### src/rtl/des_pkg.sv
// des_pkg: shared DES tables, round primitives and FSM state type.
// Tables use 1-based MSB-first DES numbering: entry t selects source bit
// (W - t) of a W-bit vector. Permutation outputs are built MSB first.
package des_pkg;

   typedef enum logic [1:0] {ST_IDLE = 2'd0, ST_ROUND = 2'd1, ST_DONE = 2'd2} state_t;

   localparam int IP_T [64] = '{
      58,50,42,34,26,18,10,2, 60,52,44,36,28,20,12,4, 62,54,46,38,30,22,14,6, 64,56,48,40,32,24,16,8,
      57,49,41,33,25,17,9,1,  59,51,43,35,27,19,11,3, 61,53,45,37,29,21,13,5, 63,55,47,39,31,23,15,7};
   localparam int IPI_T [64] = '{
      40,8,48,16,56,24,64,32, 39,7,47,15,55,23,63,31, 38,6,46,14,54,22,62,30, 37,5,45,13,53,21,61,29,
      36,4,44,12,52,20,60,28, 35,3,43,11,51,19,59,27, 34,2,42,10,50,18,58,26, 33,1,41,9,49,17,57,25};
   localparam int E_T [48] = '{
      32,1,2,3,4,5, 4,5,6,7,8,9, 8,9,10,11,12,13, 12,13,14,15,16,17,
      16,17,18,19,20,21, 20,21,22,23,24,25, 24,25,26,27,28,29, 28,29,30,31,32,1};
   localparam int P_T [32] = '{
      16,7,20,21,29,12,28,17, 1,15,23,26,5,18,31,10, 2,8,24,14,32,27,3,9, 19,13,30,6,22,11,4,25};
   localparam int PC1_T [56] = '{
      57,49,41,33,25,17,9,1, 58,50,42,34,26,18,10,2, 59,51,43,35,27,19,11,3, 60,52,44,36,
      63,55,47,39,31,23,15,7, 62,54,46,38,30,22,14,6, 61,53,45,37,29,21,13,5, 28,20,12,4};
   localparam int PC2_T [48] = '{
      14,17,11,24,1,5, 3,28,15,6,21,10, 23,19,12,4,26,8, 16,7,27,20,13,2,
      41,52,31,37,47,55, 30,40,51,45,33,48, 44,49,39,56,34,53, 46,42,50,36,29,32};

   // Right-rotate amount for decryption round i (index i-1): undoes the
   // left shift of encryption round 18-i; round 1 needs none since the
   // total encryption rotation is a full 28 bits.
   localparam int SHIFT_REV [16] = '{0,1,2,2,2,2,2,2,1,2,2,2,2,2,2,1};

   // S-boxes, flat index = {row(b1,b6), col(b2..b5)}.
   localparam int SBOX [8][64] = '{
      '{14,4,13,1,2,15,11,8,3,10,6,12,5,9,0,7, 0,15,7,4,14,2,13,1,10,6,12,11,9,5,3,8,
        4,1,14,8,13,6,2,11,15,12,9,7,3,10,5,0, 15,12,8,2,4,9,1,7,5,11,3,14,10,0,6,13},
      '{15,1,8,14,6,11,3,4,9,7,2,13,12,0,5,10, 3,13,4,7,15,2,8,14,12,0,1,10,6,9,11,5,
        0,14,7,11,10,4,13,1,5,8,12,6,9,3,2,15, 13,8,10,1,3,15,4,2,11,6,7,12,0,5,14,9},
      '{10,0,9,14,6,3,15,5,1,13,12,7,11,4,2,8, 13,7,0,9,3,4,6,10,2,8,5,14,12,11,15,1,
        13,6,4,9,8,15,3,0,11,1,2,12,5,10,14,7, 1,10,13,0,6,9,8,7,4,15,14,3,11,5,2,12},
      '{7,13,14,3,0,6,9,10,1,2,8,5,11,12,4,15, 13,8,11,5,6,15,0,3,4,7,2,12,1,10,14,9,
        10,6,9,0,12,11,7,13,15,1,3,14,5,2,8,4, 3,15,0,6,10,1,13,8,9,4,5,11,12,7,2,14},
      '{2,12,4,1,7,10,11,6,8,5,3,15,13,0,14,9, 14,11,2,12,4,7,13,1,5,0,15,10,3,9,8,6,
        4,2,1,11,10,13,7,8,15,9,12,5,6,3,0,14, 11,8,12,7,1,14,2,13,6,15,0,9,10,4,5,3},
      '{12,1,10,15,9,2,6,8,0,13,3,4,14,7,5,11, 10,15,4,2,7,12,9,5,6,1,13,14,0,11,3,8,
        9,14,15,5,2,8,12,3,7,0,4,10,1,13,11,6, 4,3,2,12,9,5,15,10,11,14,1,7,6,0,8,13},
      '{4,11,2,14,15,0,8,13,3,12,9,7,5,10,6,1, 13,0,11,7,4,9,1,10,14,3,5,12,2,15,8,6,
        1,4,11,13,12,3,7,14,10,15,6,8,0,5,9,2, 6,11,13,8,1,4,10,7,9,5,0,15,14,2,3,12},
      '{13,2,8,4,6,15,11,1,10,9,3,14,5,0,12,7, 1,15,13,8,10,3,7,4,12,5,6,11,0,14,9,2,
        7,11,4,1,9,12,14,2,0,6,10,13,15,3,5,8, 2,1,14,7,4,10,8,13,15,12,9,0,3,5,6,11}};

   function automatic logic [63:0] des_ip(input logic [63:0] x);
      logic [63:0] y;
      y = '0;
      for (int i = 0; i < 64; i++) y = {y[62:0], 1'(x >> (64 - IP_T[6'(i)]))};
      return y;
   endfunction

   function automatic logic [63:0] des_ip_inv(input logic [63:0] x);
      logic [63:0] y;
      y = '0;
      for (int i = 0; i < 64; i++) y = {y[62:0], 1'(x >> (64 - IPI_T[6'(i)]))};
      return y;
   endfunction

   function automatic logic [55:0] des_pc1(input logic [63:0] x);
      logic [55:0] y;
      y = '0;
      for (int i = 0; i < 56; i++) y = {y[54:0], 1'(x >> (64 - PC1_T[6'(i)]))};
      return y;
   endfunction

   function automatic logic [47:0] des_pc2(input logic [55:0] x);
      logic [47:0] y;
      y = '0;
      for (int i = 0; i < 48; i++) y = {y[46:0], 1'(x >> (56 - PC2_T[6'(i)]))};
      return y;
   endfunction

   function automatic logic [31:0] des_f(input logic [31:0] r, input logic [47:0] k);
      logic [47:0] x;
      logic [47:0] ex;
      logic [31:0] s;
      logic [31:0] y;
      logic [5:0]  b;
      ex = '0;
      for (int i = 0; i < 48; i++) ex = {ex[46:0], 1'(r >> (32 - E_T[6'(i)]))};
      x = ex ^ k;
      s = '0;
      for (int j = 0; j < 8; j++) begin
         b = 6'(x >> (42 - 6 * j));
         s = {s[27:0], 4'(SBOX[3'(j)][{b[5], b[0], b[4:1]}])};
      end
      y = '0;
      for (int i = 0; i < 32; i++) y = {y[30:0], 1'(s >> (32 - P_T[5'(i)]))};
      return y;
   endfunction

endpackage

### src/rtl/des_ks_rev_step.sv
// des_ks_rev_step: one step of the reverse DES key schedule.
// Rotates C and D (28 bits each) right by the amount for round i_rnd and
// applies PC2 to the rotated value.
//   i_cd      : current {C,D}
//   i_rnd     : round number 1..16 (other values rotate by 0)
//   o_cd_next : rotated {C,D}
//   o_subkey  : PC2 of o_cd_next, i.e. encryption subkey K(17-i_rnd)
module des_ks_rev_step (
   input  logic [55:0] i_cd,
   input  logic [4:0]  i_rnd,
   output logic [55:0] o_cd_next,
   output logic [47:0] o_subkey
);
   import des_pkg::*;

   logic [1:0]  w_amt;
   logic [27:0] w_c, w_d;

   always_comb begin
      w_amt = 2'd0;
      if (i_rnd >= 5'd1 && i_rnd <= 5'd16) w_amt = 2'(SHIFT_REV[4'(i_rnd - 5'd1)]);
      case (w_amt)
         2'd1:    begin w_c = {i_cd[28], i_cd[55:29]};    w_d = {i_cd[0], i_cd[27:1]};   end
         2'd2:    begin w_c = {i_cd[29:28], i_cd[55:30]}; w_d = {i_cd[1:0], i_cd[27:2]}; end
         default: begin w_c = i_cd[55:28];                w_d = i_cd[27:0];              end
      endcase
   end

   assign o_cd_next = {w_c, w_d};
   assign o_subkey  = des_pc2(o_cd_next);

endmodule

### src/rtl/des_decrypt_iter.sv
// des_decrypt_iter: iterative DES decryption, one Feistel round per clock.
// Accepts ciphertext+key on in_valid/in_ready (only in IDLE), runs 16
// rounds, holds plaintext on out_valid until out_ready.
//   clk, rst            : clock, async active-high reset
//   in_valid/in_ready   : input handshake; in_data ciphertext, in_key key
//   out_valid/out_ready : output handshake; out_data plaintext
//   key_par_err         : key had an even-parity byte (DES_DEC_PARITY_EN),
//                         otherwise constant 0
// Optional feature macro: DES_DEC_PARITY_EN.
module des_decrypt_iter (
   input  logic        clk,
   input  logic        rst,
   input  logic        in_valid,
   output logic        in_ready,
   input  logic [63:0] in_data,
   input  logic [63:0] in_key,
   output logic        out_valid,
   input  logic        out_ready,
   output logic [63:0] out_data,
   output logic        key_par_err
);
   import des_pkg::*;

   state_t      r_state, w_state_nxt;
   logic [31:0] r_l, r_r;
   logic [55:0] r_cd;
   logic [4:0]  r_rnd;
   logic [55:0] w_cd_nxt;
   logic [47:0] w_subkey;
   logic        w_accept;
   logic        w_rnd_ok;

   des_ks_rev_step u_ks (
      .i_cd      (r_cd),
      .i_rnd     (r_rnd),
      .o_cd_next (w_cd_nxt),
      .o_subkey  (w_subkey)
   );

   assign w_accept = in_valid && (r_state == ST_IDLE);
   assign w_rnd_ok = (r_rnd >= 5'd1) && (r_rnd <= 5'd16);

   always_ff @(posedge clk or posedge rst) begin
      if (rst) r_state <= ST_IDLE;
      else     r_state <= w_state_nxt;
   end

   always_comb begin
      w_state_nxt = r_state;
      in_ready    = 1'b0;
      out_valid   = 1'b0;
      case (r_state)
         ST_IDLE: begin
            in_ready = 1'b1;
            if (in_valid) w_state_nxt = ST_ROUND;
         end
         ST_ROUND: begin
            // A corrupted round counter abandons the block.
            if (!w_rnd_ok)             w_state_nxt = ST_IDLE;
            else if (r_rnd == 5'd16)   w_state_nxt = ST_DONE;
         end
         ST_DONE: begin
            out_valid = 1'b1;
            if (out_ready) w_state_nxt = ST_IDLE;
         end
         default: w_state_nxt = ST_IDLE;
      endcase
   end

   always_ff @(posedge clk or posedge rst) begin
      if (rst) begin
         r_l   <= '0;
         r_r   <= '0;
         r_cd  <= '0;
         r_rnd <= '0;
      end else if (w_accept) begin
         {r_l, r_r} <= des_ip(in_data);
         r_cd       <= des_pc1(in_key);
         r_rnd      <= 5'd1;
      end else if (r_state == ST_ROUND && w_rnd_ok) begin
         r_l   <= r_r;
         r_r   <= r_l ^ des_f(r_r, w_subkey);
         r_cd  <= w_cd_nxt;
         r_rnd <= r_rnd + 5'd1;
      end
   end

   // L/R only move in ROUND, so this is stable throughout DONE and is
   // IP_inv(0) = 0 out of reset. Halves swap as in the final DES round.
   assign out_data = des_ip_inv({r_r, r_l});

`ifdef DES_DEC_PARITY_EN
   logic r_key_par_err;
   logic w_par_bad;

   always_comb begin
      logic [7:0] v_byte;
      w_par_bad = 1'b0;
      v_byte    = '0;
      for (int k = 0; k < 8; k++) begin
         v_byte = 8'(in_key >> (8 * k));
         if (!(^v_byte)) w_par_bad = 1'b1;
      end
   end

   always_ff @(posedge clk or posedge rst) begin
      if (rst)           r_key_par_err <= 1'b0;
      else if (w_accept) r_key_par_err <= w_par_bad;
   end

   assign key_par_err = r_key_par_err;
`else
   assign key_par_err = 1'b0;
`endif

endmodule

### config.mk
export PLATFORM = sky130hd
export DESIGN_NAME = des_decrypt_iter
export DESIGN_NICKNAME = d
export VERILOG_FILES = /design/src/rtl/des_pkg.sv /design/src/rtl/des_ks_rev_step.sv /design/src/rtl/des_decrypt_iter.sv
export SDC_FILE = /design/constraint.sdc
export NUM_CORES = 1
export LEC_CHECK = 0
export BUFFER_PORTS_ARGS = -buffer_cell sky130_fd_sc_hd__buf_4
export CORE_MARGIN = 3
export CORE_UTILIZATION = 51
export DETAILED_ROUTE_END_ITERATION = 8
export GPL_TIMING_DRIVEN = 0
export PLACE_DENSITY = 0.87
export SYNTH_ARGS = -nofsm -noshare
export SYNTH_HDL_FRONTEND = slang
export SYNTH_SLANG_ARGS = --single-unit
### constraint.sdc
create_clock -name clk -period 5.24 [get_ports clk]
set_clock_uncertainty 0.15 [all_clocks]
set_input_delay 1.048 -clock clk [delete_from_list [all_inputs] [get_ports clk]]
set_output_delay 1.048 -clock clk [all_outputs]
set_load 0.02 [all_outputs]
==> results.md <==
- Row count: 36
- Post-synth top area share: 28.7%
- Total number of vias: 5408
- Num ports: 199
- CTS root buf: clkbuf_8
- Class of the worst hold path: reg -> reg
- TritonCTS buffer count: 9
- Synth warnings: 0
- Yosys reg bits: 62
- Leading area contributor after synthesis: dfrtp_1
- Fin. Hold Viols: 0
- DRT Wirelength: 16.0 mm
- Part of the Yosys area used for sequential elements: 28.7%
- TritonCTS clock tree: built
- DR DRC count: 0
- Crit path kind: reg -> reg
- CTS clk-pin slew, worst paths: 80 ps
- Initial antenna violation count: 0
- First-pass GRT wire length: 25.3 mm
- Layout cells sized above 1: 25.0%
- Clk Latency, worst-skew pair: 370 ps
- Number of max-cap violations: 0
- Worst-margin pin slew: 758 ps
- Cell area after synthesis: 5400 µm²
- # setup viols final: 0
- Crit start category: register
- H-Tree Depth: 3
- DR pass1 iterations: 5
- Drt initial violations: 536
- Synth area leaders: dfrtp_1 29%, buf_4 9.7%, ha_1 6.0%
- Post-CTS Setup Bufs: 0
- Max Clk Rate: 205 MHz
- Arrival time worst endpoint: 4950 ps
- Count of cell types in the netlist: 69
- Clk sink count: 62
- Routed wire per std cell: 17.3 µm
- Vias per cell: 5.87
- Fin. max-slew vios: 0
- Initial core utilization: 53.7%
- Area Growth Syn to Fin: 20.3%
- RSZ-0062 raised after global routing: false
- Critical Path RT: 5310 ps
- Relative slew slack: 49.5%
- Die width: 109 µm
- CP endpoint kind: register
- Post-synthesis average cell area: 8.24 µm²
- Crit Path Max Fanout: 10
- R2R Setup Slk: 360 ps
- Total GRT Usage: 27.0%
- Synthesized instance count: 655
- Hold Worst Slack: 338 ps
- # diodes: 0
- Nets@finish: 942
- GP Congestion: 0.947
- Min cycle time layout: 4880 ps
- DP HPWL: 11.9 mm
- Vias in the first global route: 5182
- Async SR Flop Fraction: 100%
- Die Footprint: 11900 µm²
- Port Buffers: 72
- Core footprint: 10000 µm²
- Number of flops mapped to enable cells by yosys: 0
- Grt total ovfl: 0
- Setup TNS: 0 ps
- Largest net degree at the start of global routing: 41
- Die Height: 109 µm
- Final Cycle Share: 93.1%
- Status: finished clean
- Primary FF master, synth: dfrtp_1
- Clock buffer depth: 2
- Routed Antenna Nets: 0
cell usage in the layout, fill, tap and decap left out, types with 5 or more instances in the layout:
cell type / n
buf_4: 142
nand2_1: 73
nor2_1: 64
dfrtp_1: 62
conb_1: 46
o21ai_0: 32
a22oi_1: 26
ha_1: 26
nor3_1: 25
a21oi_1: 25
inv_1: 23
clkbuf_1: 20
o21a_1: 14
a221o_1: 13
xnor2_1: 11
clkbuf_8: 10
o211ai_1: 9
mux2i_1: 9
o22ai_1: 9
a221oi_1: 8
nor2b_1: 7
xor2_1: 7
buf_2: 7
o21ai_1: 7
o31ai_1: 5
buf_6: 5
a31oi_1: 5
o211a_1: 5
nand3_1: 5
repair_timing:
| action | CTS | global route |
|---|---|---|
| resized for setup | 0 | 4 |
| hold endpoints to repair | 0 | 0 |
| hold buffers | 0 | 0 |
| setup endpoints to repair | 0 | 3 |
flip-flops by register name (all words and copies together) (netlist names):
| signal | count |
|---|---|
| r_cd | 28 |
| r_l | 20 |
| r_r | 7 |
| r_rnd | 5 |
| r_state | 2 |
cells by family after synthesis:
kind of cell	after synthesis	share of synthesized area [%]
flip-flops	62	28.7
other	1	0.0695
adder cells (fa/ha/maj)	26	6.03
buffers and inverters	129	14.7
multiplexers	14	2.90
AND/OR/NAND/NOR	205	17.3
AO/OA/AOI/OAI	198	26.7
XOR/XNOR	20	3.52
worst max-delay path: stages (launching register included):
cell and delay, ps:
dfrtp_1 360, clkbuf_1 190, nor3_1 330, xnor2_1 250, o21ai_0 140, a221o_1 300, nand2_1 90, inv_1 50
ha_1 180, buf_6 150, buf_6 140, buf_4 170, a221oi_2 390, nor3_1 110, nor2_1 300, ha_1 320
mux2_2 270, mux2_2 280, a22oi_1 170, nand3_1 140, xor2_1 160, a21oi_1 80
per-stage QoR:
step / utilization, % / instance area [µm²] / setup WS (ps) / cells
after floorplan: - / 5570 / 758 / 700
after global placement: 62.5 / 6270 / 183 / 905
after detailed placement: 62.7 / 6290 / 33.7 / 906
after CTS: 64.5 / 6480 / 15.3 / 922
after global routing: 64.6 / 6490 / 59.1 / 922
final: 64.6 / 6490 / 362 / 922
cell usage after synthesis (3+ instances only):
master     number
a211oi_1        4
ha_1           26
buf_4          70
o211ai_1        9
nand2_1        73
a21oi_1        25
a22oi_1        26
xor2_1          7
nor3_1         25
o21ai_2         3
nand3b_1        3
a221oi_1        9
a31oi_1         5
o211a_1         5
inv_1          24
and2_1          3
or2_2           3
nor2b_1         7
buf_2           7
o21ai_1         7
buf_6           5
a32oi_1         3
o22ai_1         9
dfrtp_1        62
o2111ai_1       3
a211o_1         3
mux2i_1        10
o21ai_0        33
nor4_1          4
nand4_1         4
o21a_1         14
nand3_1         5
or3_1           3
clkbuf_1       20
nor2_1         64
mux2_2          3
xnor2_1        11
o31ai_1         5
a221o_1        13
routing by layer:
layer / GRT usage [%] / vias to the layer above / part of all wire [%]
met5: 0 / - / 0
met4: 11.7 / 0 / 3.2
met3: 4.97 / 49 / 9.8
met2: 43.7 / 326 / 47
met1: 35.2 / 2511 / 40
li1: - / 2522 / -
path summary, 6_finish.rpt:
path	cells after the start	end	startpoint
worst min register to register	1	r_state[0]	r_state[1]
worst min-delay path	1	r_state[0]	r_state[1]
max in group asynchronous	3	r_cd[53]	rst
worst max-delay path	21	r_r[31]	r_rnd[2]
worst max register to register	21	r_r[31]	r_rnd[2]
min in group asynchronous	2	r_l[3]	rst
area by class of cell:
cell class	count	area (µm²)
multi-input cells	509	3240
flip-flops and latches	62	1550
repair buffers	73	561
well taps	133	166
clock inverters	6	47.5
clock buffers	10	138
plain buffers	104	699
fillers	854	3550
inverters	25	93.8
Power is left out: the tool's default activity adds up to more than one toggle a clock period on the data nets, which glitch-free logic cannot reach.
